$ cat config.mk
export PLATFORM = sky130hd
export DESIGN_NAME = apb_master_ctrl_flat
export DESIGN_NICKNAME = d
export VERILOG_FILES = /design/src/rtl/apb_master_ctrl_if.sv /design/src/rtl/apb_master_ctrl.sv /design/src/flat_wrapper.sv
export SDC_FILE = /design/constraint.sdc
export NUM_CORES = 1
export LEC_CHECK = 0
export ABC_AREA = 0
export BUFFER_PORTS_ARGS = -buffer_cell sky130_fd_sc_hd__buf_2
export CORE_ASPECT_RATIO = 1.75
export CORE_MARGIN = 2
export CORE_UTILIZATION = 41
export CTS_BUF_LIST = sky130_fd_sc_hd__clkbuf_8 sky130_fd_sc_hd__clkbuf_16
export DETAILED_ROUTE_END_ITERATION = 16
export GPL_TIMING_DRIVEN = 0
export HOLD_SLACK_MARGIN = 0.06
export PLACE_DENSITY = 0.76
export SYNTH_ARGS = -nofsm -noshare
export SYNTH_HDL_FRONTEND = slang
export SYNTH_SLANG_ARGS = --single-unit
$ cat constraint.sdc
create_clock -name pclk_i -period 1.6 [get_ports pclk_i]
set_input_delay 0.08 -clock pclk_i [delete_from_list [all_inputs] [get_ports pclk_i]]
set_output_delay 0.08 -clock pclk_i [all_outputs]
set_load 0.05 [all_outputs]
$ cat src/rtl/apb_master_ctrl_if.sv
// Requester-side and APB-side signal bundle for apb_master_ctrl.
// The master modport is the controller's view; slave is the environment's view.
interface apb_master_ctrl_if;
    logic        req_valid;
    logic        req_ready;
    logic        req_write;
    logic [31:0] req_addr;
    logic [31:0] req_wdata;
    logic        rsp_valid;
    logic [31:0] rsp_rdata;
    logic        rsp_err;
    logic [2:0]  pselx;
    logic        penable;
    logic        pwrite;
    logic [31:0] paddr;
    logic [31:0] pwdata;
    logic [31:0] prdata;
    logic        pready;
    logic        pslverr;

    modport master (
        input  req_valid, req_write, req_addr, req_wdata, prdata, pready, pslverr,
        output req_ready, rsp_valid, rsp_rdata, rsp_err, pselx, penable, pwrite, paddr, pwdata
    );

    modport slave (
        output req_valid, req_write, req_addr, req_wdata, prdata, pready, pslverr,
        input  req_ready, rsp_valid, rsp_rdata, rsp_err, pselx, penable, pwrite, paddr, pwdata
    );
endinterface

$ cat src/rtl/apb_master_ctrl.sv
// APB master: one transfer at a time from a valid/ready requester onto three decoded slaves.
// Defining APB_TIMEOUT_EN adds an ACCESS-phase abort after TIMEOUT_CYCLES wait cycles.
module apb_master_ctrl #(
    parameter int unsigned TIMEOUT_CYCLES = 16
) (
    input logic               pclk_i,
    input logic               presetn_i,
    apb_master_ctrl_if.master bus_io
);
    typedef enum logic [1:0] {StIdle, StSetup, StAccess, StDecerr} state_e;

    state_e      state_q, state_d;
    logic [2:0]  pselx_q, pselx_d;
    logic        penable_q, penable_d;
    logic        pwrite_q, pwrite_d;
    logic [31:0] paddr_q, paddr_d;
    logic [31:0] pwdata_q, pwdata_d;
    logic        rsp_valid_q, rsp_valid_d;
    logic [31:0] rsp_rdata_q, rsp_rdata_d;
    logic        rsp_err_q, rsp_err_d;

`ifdef APB_TIMEOUT_EN
    localparam int unsigned CntW = $clog2(TIMEOUT_CYCLES + 1);
    logic [CntW-1:0] cnt_q, cnt_d;
`else
    logic unused_timeout_cfg;
    assign unused_timeout_cfg = (TIMEOUT_CYCLES != 0);
`endif

    always_comb begin
        state_d     = state_q;
        pselx_d     = pselx_q;
        penable_d   = penable_q;
        pwrite_d    = pwrite_q;
        paddr_d     = paddr_q;
        pwdata_d    = pwdata_q;
        rsp_valid_d = 1'b0;
        rsp_rdata_d = rsp_rdata_q;
        rsp_err_d   = rsp_err_q;
`ifdef APB_TIMEOUT_EN
        cnt_d       = cnt_q;
`endif
        unique case (state_q)
            StIdle: begin
                if (bus_io.req_valid) begin
                    pwrite_d = bus_io.req_write;
                    paddr_d  = bus_io.req_addr;
                    pwdata_d = bus_io.req_wdata;
                    unique case (bus_io.req_addr[13:12])
                        2'd0: begin pselx_d = 3'b001; state_d = StSetup; end
                        2'd1: begin pselx_d = 3'b010; state_d = StSetup; end
                        2'd2: begin pselx_d = 3'b100; state_d = StSetup; end
                        // Unmapped window: no select, answer with an error.
                        default: state_d = StDecerr;
                    endcase
                end
            end
            StSetup: begin
                penable_d = 1'b1;
                state_d   = StAccess;
`ifdef APB_TIMEOUT_EN
                cnt_d     = '0;
`endif
            end
            StAccess: begin
                if (bus_io.pready) begin
                    rsp_valid_d = 1'b1;
                    rsp_rdata_d = pwrite_q ? 32'h0 : bus_io.prdata;
                    rsp_err_d   = bus_io.pslverr;
                    pselx_d     = 3'b000;
                    penable_d   = 1'b0;
                    state_d     = StIdle;
                end
`ifdef APB_TIMEOUT_EN
                else begin
                    cnt_d = cnt_q + CntW'(1);
                    if (cnt_d == CntW'(TIMEOUT_CYCLES)) begin
                        rsp_valid_d = 1'b1;
                        rsp_rdata_d = 32'h0;
                        rsp_err_d   = 1'b1;
                        pselx_d     = 3'b000;
                        penable_d   = 1'b0;
                        state_d     = StIdle;
                    end
                end
`endif
            end
            StDecerr: begin
                rsp_valid_d = 1'b1;
                rsp_rdata_d = 32'h0;
                rsp_err_d   = 1'b1;
                state_d     = StIdle;
            end
            default: state_d = StIdle;
        endcase
    end

    always_ff @(posedge pclk_i or negedge presetn_i) begin
        if (!presetn_i) begin
            state_q     <= StIdle;
            pselx_q     <= 3'b000;
            penable_q   <= 1'b0;
            pwrite_q    <= 1'b0;
            paddr_q     <= 32'h0;
            pwdata_q    <= 32'h0;
            rsp_valid_q <= 1'b0;
            rsp_rdata_q <= 32'h0;
            rsp_err_q   <= 1'b0;
`ifdef APB_TIMEOUT_EN
            cnt_q       <= '0;
`endif
        end else begin
            state_q     <= state_d;
            pselx_q     <= pselx_d;
            penable_q   <= penable_d;
            pwrite_q    <= pwrite_d;
            paddr_q     <= paddr_d;
            pwdata_q    <= pwdata_d;
            rsp_valid_q <= rsp_valid_d;
            rsp_rdata_q <= rsp_rdata_d;
            rsp_err_q   <= rsp_err_d;
`ifdef APB_TIMEOUT_EN
            cnt_q       <= cnt_d;
`endif
        end
    end

    assign bus_io.req_ready = (state_q == StIdle);
    assign bus_io.rsp_valid = rsp_valid_q;
    assign bus_io.rsp_rdata = rsp_rdata_q;
    assign bus_io.rsp_err   = rsp_err_q;
    assign bus_io.pselx     = pselx_q;
    assign bus_io.penable   = penable_q;
    assign bus_io.pwrite    = pwrite_q;
    assign bus_io.paddr     = paddr_q;
    assign bus_io.pwdata    = pwdata_q;
endmodule

$ cat src/flat_wrapper.sv
// flat-port wrapper written by rule: the top's interface ports become plain ports
module apb_master_ctrl_flat 
#(
    parameter int unsigned TIMEOUT_CYCLES = 16
)
  (pclk_i, presetn_i, bus_io_req_valid, bus_io_req_write, bus_io_req_addr, bus_io_req_wdata, bus_io_prdata, bus_io_pready, bus_io_pslverr, bus_io_req_ready, bus_io_rsp_valid, bus_io_rsp_rdata, bus_io_rsp_err, bus_io_pselx, bus_io_penable, bus_io_pwrite, bus_io_paddr, bus_io_pwdata);
  apb_master_ctrl_if bus_io_i ();
  input logic pclk_i;
  input logic presetn_i;
  input wire logic [$bits(bus_io_i.req_valid)-1:0] bus_io_req_valid;
  input wire logic [$bits(bus_io_i.req_write)-1:0] bus_io_req_write;
  input wire logic [$bits(bus_io_i.req_addr)-1:0] bus_io_req_addr;
  input wire logic [$bits(bus_io_i.req_wdata)-1:0] bus_io_req_wdata;
  input wire logic [$bits(bus_io_i.prdata)-1:0] bus_io_prdata;
  input wire logic [$bits(bus_io_i.pready)-1:0] bus_io_pready;
  input wire logic [$bits(bus_io_i.pslverr)-1:0] bus_io_pslverr;
  output wire logic [$bits(bus_io_i.req_ready)-1:0] bus_io_req_ready;
  output wire logic [$bits(bus_io_i.rsp_valid)-1:0] bus_io_rsp_valid;
  output wire logic [$bits(bus_io_i.rsp_rdata)-1:0] bus_io_rsp_rdata;
  output wire logic [$bits(bus_io_i.rsp_err)-1:0] bus_io_rsp_err;
  output wire logic [$bits(bus_io_i.pselx)-1:0] bus_io_pselx;
  output wire logic [$bits(bus_io_i.penable)-1:0] bus_io_penable;
  output wire logic [$bits(bus_io_i.pwrite)-1:0] bus_io_pwrite;
  output wire logic [$bits(bus_io_i.paddr)-1:0] bus_io_paddr;
  output wire logic [$bits(bus_io_i.pwdata)-1:0] bus_io_pwdata;
  assign bus_io_i.req_valid = bus_io_req_valid;
  assign bus_io_i.req_write = bus_io_req_write;
  assign bus_io_i.req_addr = bus_io_req_addr;
  assign bus_io_i.req_wdata = bus_io_req_wdata;
  assign bus_io_i.prdata = bus_io_prdata;
  assign bus_io_i.pready = bus_io_pready;
  assign bus_io_i.pslverr = bus_io_pslverr;
  assign bus_io_req_ready = bus_io_i.req_ready;
  assign bus_io_rsp_valid = bus_io_i.rsp_valid;
  assign bus_io_rsp_rdata = bus_io_i.rsp_rdata;
  assign bus_io_rsp_err = bus_io_i.rsp_err;
  assign bus_io_pselx = bus_io_i.pselx;
  assign bus_io_penable = bus_io_i.penable;
  assign bus_io_pwrite = bus_io_i.pwrite;
  assign bus_io_paddr = bus_io_i.paddr;
  assign bus_io_pwdata = bus_io_i.pwdata;
  apb_master_ctrl #(.TIMEOUT_CYCLES(TIMEOUT_CYCLES)) u_core (.pclk_i(pclk_i), .presetn_i(presetn_i), .bus_io(bus_io_i));
endmodule
==> results.sh, run 1 <==
export IMPL_status="complete, no violations"
export IMPL_synth_top_area_share_pct=65.79
export IMPL_crit_path_start_kind="flop"
export IMPL_cpPeakStageDelay_ns=0.37
export IMPL_critPathMaxFanout=10
export IMPL_pwr_share_seq_pct=29.6
export IMPL_pre_cts_ws_ns=-0.2167
export IMPL_worst_setup_path_end_kind="flop"
export IMPL_die_w_um=78.61
export IMPL_io_pins=206
export IMPL_postRouteAntennaNets=0
export IMPL_cts_buffers=9
export IMPL_min_period_ns=1.537
export IMPL_drtPass1Iterations=4
export IMPL_grt_start_max_net_pins=57
export IMPL_diodes=0
export IMPL_timing_critical_path_mode_cell="buf_6"
export IMPL_row_count=47
export IMPL_initial_core_util_pct=42.18
export IMPL_cts_tree="yes"
export IMPL_power_share_switching_pct=50.97
export IMPL_antenna_found_initial=0
export IMPL_yosys_top_cells_count="dfrtp_1 (105), mux2_2 (55), a22o_1 (29)"
export IMPL_yosysWarnings=0
export IMPL_skew_ns=0.01082
export IMPL_yosys_area_top_type="dfrtp_1"
export IMPL_clk_pin_slew_ns=0.07
export IMPL_drv_slew=0
export IMPL_hold_path_depth=3
export IMPL_grt_pass1_vias=3767
export IMPL_io_buffer_count=205
export IMPL_die_area_um2=10580
export IMPL_r2r_slack_ns=0.06
export IMPL_synthTopCellsByArea="dfrtp_1 (66%), mux2_2 (16%), a22o_1 (6.4%), mux2_1 (2.8%), ha_1 (1.6%)"
export IMPL_final_area_um2=6615
export IMPL_clockPowerShare_pct=13.7
export IMPL_cp_cell_sequence="buf_6 > nor3b_4 > buf_6 > buf_8 > mux2_2"
export IMPL_cp_slowest_cell="dfrtp_1"
export IMPL_drv_cap=0
export IMPL_crit_start="u_core.state_q[1]"
export IMPL_intPower_w=0.007801
export IMPL_clock_sinks=105
export IMPL_drive_gt1_share_pct=50.86
export IMPL_drtIter0Drc=123
export IMPL_syn_nets=365
export IMPL_grt_first_pass_wirelength_mm=18.60
export IMPL_period_share_pct=96.04
export IMPL_synthCells=258
export IMPL_die_h_um=134.6
export IMPL_combPwrFrac_pct=56.7
export IMPL_h_tree_depth=3
export IMPL_syn_to_final_growth_pct=65.63
export IMPL_ir_drop_mv=1.507
export IMPL_avgRoutedWirePerCell_um=16.63
export IMPL_hold_start="bus_io_pslverr"
export IMPL_synth_edf_count=0
export IMPL_core_um2=9468
export IMPL_drt_total_wl_mm=11.74
export IMPL_syn_cell_area_um2=3994
export IMPL_grt_overflow=0
export IMPL_timing_slew_headroom_pct=55.51
export IMPL_postSynth_asyncResetShare_pct=100.0
export IMPL_finalSetupViolations=0
export IMPL_root_buffer="clkbuf_16"
export IMPL_viasPerCell=4.809
export IMPL_hold_ws_ns=0.1008
export IMPL_hp_class="input pin to flop"
export IMPL_synth_seq_cells=105
export IMPL_crit_type="flop to flop"
export IMPL_reg2reg_from="u_core.state_q[1]"
export IMPL_yosysSeqAreaShare_pct=65.79
export IMPL_r2r_end="u_core.bus_io.paddr[6]"
export IMPL_drcViolationCount=0
export IMPL_synthFlopType="dfrtp_1"
export IMPL_place_hpwl_mm=7.855
export IMPL_critical_path_arrival_ns=1.75
export IMPL_place_gp_congestion=0.7792
export IMPL_vias=3395
export IMPL_final_hold_viol_count=0
export IMPL_total_power_w=0.01591
export IMPL_tightest_slew_ns=0.6673
export IMPL_nets=687
export IMPL_clock_path_buffers=2
export IMPL_clkLatencyLatePin_ns=0.33
export IMPL_holdPathEnd="u_core.bus_io.rsp_err"
export IMPL_postLayoutSetupSlackWorst_ns=0.06331
export IMPL_rsz0062_at_grt="yes"
export IMPL_track_usage_pct=22.45
export IMPL_switchingPower_w=0.008108
export IMPL_fmax_mhz=650.8
export IMPL_synth_most_common_cell="dfrtp_1"
export IMPL_avgSynthCellArea_um2=15.48
export IMPL_synth_cell_type_count=25
export IMPL_p_leak_nw=3.324
export IMPL_crit_required_ns=1.81
export IMPL_reg2reg_depth=5
export IMPL_place_area_um2=5202
export IMPL_powerDensity_nw_per_um2=2405
## final cells by class
cell class                 count  area, um^2
buffer                        15       141.4
clock buffer                  10       239.0
clock inverter                 5       57.56
fill                         651        2853
inverter                       9       33.78
multi-input combinational    129        1247
sequential                   105        2628
tap                          122       152.6
timing repair buffer         311        2116
## cell usage in the layout (no fill, tap or decap), types with 3 or more instances in the layout
master         Yosys  layout
ha_1               5       5
dfrtp_1          105     105
mux2_2            55      55
clkbuf_2           0       3
a22o_1            29      29
buf_6              1       6
a21oi_1            3       3
buf_8              0       3
buf_2              8     205
inv_1              9      10
o41ai_1            3       3
o21ai_0            6       6
dlygate4sd3_1      0      99
clkbuf_16          0      10
buf_4              3       8
mux2_1            10      10
nand2_1            3       3
## routing by layer
layer / wire length (um) / up-vias / global-route usage [%]
met5: 0 / - / 0
met1: 4211 / 1695 / 25.54
li1: - / 1576 / -
met2: 6760 / 106 / 41.31
met4: 240 / 0 / 8.285
met3: 527 / 18 / 4.011
## power groups by stage
stage	clock (W)	combinational, W	sequential (W)
6_report	0.00218	0.00902	0.00471
5_1_grt	0.00234	0.00937	0.00487
4_1_cts	0.00223	0.00888	0.00466
3_5_place_dp	0	0.00861	0.00470
3_3_place_gp	0	0.00847	0.00461
2_1_floorplan	0	0.00185	0.00930
## flip-flops by register name, summed over array words and instances, names as in the netlist
| signal | count |
|---|---|
| u_core.bus_io.paddr | 32 |
| u_core.bus_io.penable | 1 |
| u_core.bus_io.pselx | 3 |
| u_core.bus_io.pwdata | 32 |
| u_core.bus_io.pwrite | 1 |
| u_core.bus_io.rsp_err | 1 |
| u_core.bus_io.rsp_rdata | 32 |
| u_core.bus_io.rsp_valid | 1 |
| u_core.state_q | 2 |
## through the flow
step	instances	setup TNS, ns	util (%)
2_1_floorplan	258	0	-
3_3_place_gp	585	-69.01	54.63
3_5_place_dp	586	-7.513	54.95
4_1_cts	702	-0.06768	68.94
5_1_grt	706	-0.1973	69.87
6_report	706	0	69.87
## worst max-delay path, delay by kind of cell, from the launching register on
| family | cells | cell delay, ns |
|---|---|---|
| multiplexers | 1 | 0.34 |
| buffers and inverters | 3 | 0.47 |
| AND/OR/NAND/NOR | 1 | 0.24 |
| flip-flops | 1 | 0.37 |
## cell families (layout without fill, tap and decap cells)
kind of cell    count (synthesis)  after routing  synth area share [%]
mux                            66             66                 18.58
compound gates                 46             46                 9.210
fa+ha+maj                       5              5                 1.566
flops                         105            105                 65.79
buf+inv                        24            350                 2.976
simple gates                   12             12                 1.880
## repair_timing
action | in CTS | in global routing
endpoints found under the setup margin | 68 | 86
hold buffers | 99 | 0
resized for setup | 8 | 17
buffers inserted | 2 | 3
pin swaps | 1 | 1
endpoints found under the hold margin | 147 | 0
cloned | 0 | 1
## worst max-delay path by stage
stage                                     to  slack (ns)  cells past startpoint
floorplan                  u_core.state_q[1]       0.004                      3
global placement     u_core.bus_io.paddr[11]       -0.59                      1
detailed placement   u_core.bus_io.paddr[26]       -0.22                      5
CTS                 u_core.bus_io.pwdata[24]       -0.01                      5
global route        u_core.bus_io.pwdata[18]       -0.02                      5
finish                u_core.bus_io.paddr[6]        0.06                      5
Power figures use the tool's default switching activity.
==> inputs of run 2 (changes only) <==
Settings changed: CORE_MARGIN 2 to 4, GPL_TIMING_DRIVEN 0 to default.
==> run 2 against run 1 <==
Effect of this change: final cell count down 1.8%; count of clock-buffer cells in the layout is 1 higher; sequential power is essentially flat; global-route usage decreased by 1.4 points; routed wire length is 0.66% higher; combinational power shrank 2%; hold slack got worse by 0.015 ns; register-to-register slack improved by 0.05 ns; highest routed layer unchanged.
==> results.sh, run 2 (synthesized netlist as in run 1, its figures left out) <==
export IMPL_worst_setup_path_end_kind="flop"
export IMPL_drt_total_wl_mm=11.82
export IMPL_clock_path_buffers=2
export IMPL_wl_met2_mm=6.562
export IMPL_wl_met3_um=793
export IMPL_cts_buffers=9
export IMPL_layout_commonest_cell="buf_2"
export IMPL_crit_path_start_kind="flop"
export IMPL_r2r_slack_ns=0.12
export IMPL_root_buffer="clkbuf_16"
export IMPL_core_um2=9468
export IMPL_crit_type="flop to flop"
export IMPL_place_gp_congestion=0.7255
export IMPL_syn_to_final_growth_pct=63.31
export IMPL_critPathMaxFanout=40
export IMPL_r2r_end="u_core.bus_io.paddr[1]"
export IMPL_io_buffer_count=205
export IMPL_initial_core_util_pct=42.18
export IMPL_viasPerCell=4.843
export IMPL_cts_resized=0
export IMPL_mostFrequentLayoutCells="buf_2 (204), dfrtp_1 (105), dlygate4sd3_1 (99)"
export IMPL_h_tree_depth=3
export IMPL_n_fill_cell=659
export IMPL_wl_met1_mm=4.093
export IMPL_cp_slowest_cell="dfrtp_1"
export IMPL_cp_depth=3
export IMPL_avgRoutedWirePerCell_um=17.05
export IMPL_io_pins=206
export IMPL_timing_slew_headroom_pct=62.06
export IMPL_rsz0062_at_grt="no"
export IMPL_die_w_um=82.61
export IMPL_critical_path_arrival_ns=1.69
export IMPL_grt_first_pass_wirelength_mm=18.60
export IMPL_critPathBufInv=1
export IMPL_place_hpwl_mm=7.433
export IMPL_cpLargestDelayFamily="flip-flops"
export IMPL_die_area_um2=11450
export IMPL_clkLatencyLatePin_ns=0.33
export IMPL_clk_pin_slew_ns=0.07
export IMPL_final_cells=693
export IMPL_antenna_found_initial=1
export IMPL_track_usage_pct=21.09
export IMPL_die_h_um=138.6
export IMPL_skew_ns=0.01057
export IMPL_drcViolationCount=0
export IMPL_grt_start_max_net_pins=106
export IMPL_drv_cap=0
export IMPL_tightest_slew_ns=0.5692
export IMPL_powerDensity_nw_per_um2=2421
export IMPL_status="complete, no violations"
export IMPL_drtIter0Drc=139
export IMPL_crit_required_ns=1.81
export IMPL_worstSetupEndpoint="u_core.bus_io.paddr[1]"
export IMPL_place_area_um2=5214
export IMPL_cts_tree="yes"
export IMPL_finalSetupViolations=0
export IMPL_final_area_um2=6523
export IMPL_cp_cell_sequence="nor3b_4 > buf_12 > mux2_2"
export IMPL_cpPeakStageDelay_ns=0.41
export IMPL_p_leak_nw=3.253
export IMPL_drive_gt1_share_pct=50.18
export IMPL_hp_class="input pin to flop"
export IMPL_reg2reg_from="u_core.state_q[0]"
export IMPL_ir_drop_mv=1.564
export IMPL_crit_start="u_core.state_q[0]"
export IMPL_vias=3356
export IMPL_drv_slew=0
export IMPL_topRoutingLayerUsed="met4"
export IMPL_setup_tns_ns=0
export IMPL_grt_overflow=0
export IMPL_reg2reg_depth=3
export IMPL_period_share_pct=92.70
export IMPL_hold_ws_ns=0.08582
export IMPL_final_hold_viol_count=0
export IMPL_clock_sinks=105
export IMPL_postRouteAntennaNets=0
export IMPL_min_period_ns=1.483
export IMPL_drtPass1Iterations=4
export IMPL_nets=672
export IMPL_grt_pass1_vias=3714
export IMPL_row_count=47
export IMPL_dp_cells=577
export IMPL_fmax_mhz=674.2
[run 2: area by class of cell]
type / count / area [um^2] / area share [%]
multi-input cells: 129 / 1256 / 19.26
well taps: 122 / 152.6 / 2.340
flip-flops and latches: 105 / 2628 / 40.28
clock buffers: 11 / 252.7 / 3.875
repair buffers: 311 / 2135 / 32.73
clock inverters: 5 / 62.56 / 0.9591
diodes: 1 / 2.502 / 0.03837
inverters: 9 / 33.78 / 0.5179
[run 2: per-layer routing]
| layer | GRT usage (%) | vias to the layer above |
|---|---|---|
| met2 | 37.61 | 127 |
| met4 | 8.527 | 0 |
| met1 | 23.34 | 1655 |
| met3 | 4.681 | 24 |
| met5 | 0 | - |
| li1 | - | 1550 |
[run 2: where the power goes]
part / internal, W / switching [W] / total (W)
sequential: 0.00398 / 0.000706 / 0.00469
clock: 0.00131 / 0.000948 / 0.00226
combinational: 0.00244 / 0.00641 / 0.00885
total: 0.00773 / 0.00806 / 0.0158
[run 2: worst min-delay path, stage by stage]
cell and delay [ns]:
buf_2 0.08, o22a_1 0.11, o22a_1 0.12
[run 2: what timing repair did]
action	CTS	global route
hold buffers	99	0
endpoints found under the setup margin	0	0
setup buffers	0	0
endpoints found under the hold margin	203	0
[run 2: how the worst min path moves through the flow]
| stage | start | to | slack (ns) | cells past startpoint |
|---|---|---|---|---|
| after detailed placement | presetn_i | u_core.bus_io.paddr[14] | 0.20 | 2 |
| after floorplan | presetn_i | u_core.bus_io.paddr[0] | -0.22 | 0 |
| after CTS | bus_io_pslverr | u_core.bus_io.rsp_err | 0.07 | 3 |
| after global placement | presetn_i | u_core.bus_io.paddr[14] | 0.18 | 2 |
| after global routing | bus_io_pslverr | u_core.bus_io.rsp_err | 0.08 | 3 |
| final | bus_io_pslverr | u_core.bus_io.rsp_err | 0.09 | 3 |
[run 2: stage by stage]
stage / total power [W] / setup WS [ns] / util [%]
global route: 0.01649 / 0.05596 / 68.89
CTS: 0.01584 / 0.1130 / 68.86
global placement: 0.01315 / 0.1464 / 55.07
finish: 0.01579 / 0.1168 / 68.89
floorplan: 0.01115 / 0.004312 / -
detailed placement: 0.01336 / 0.1231 / 55.07
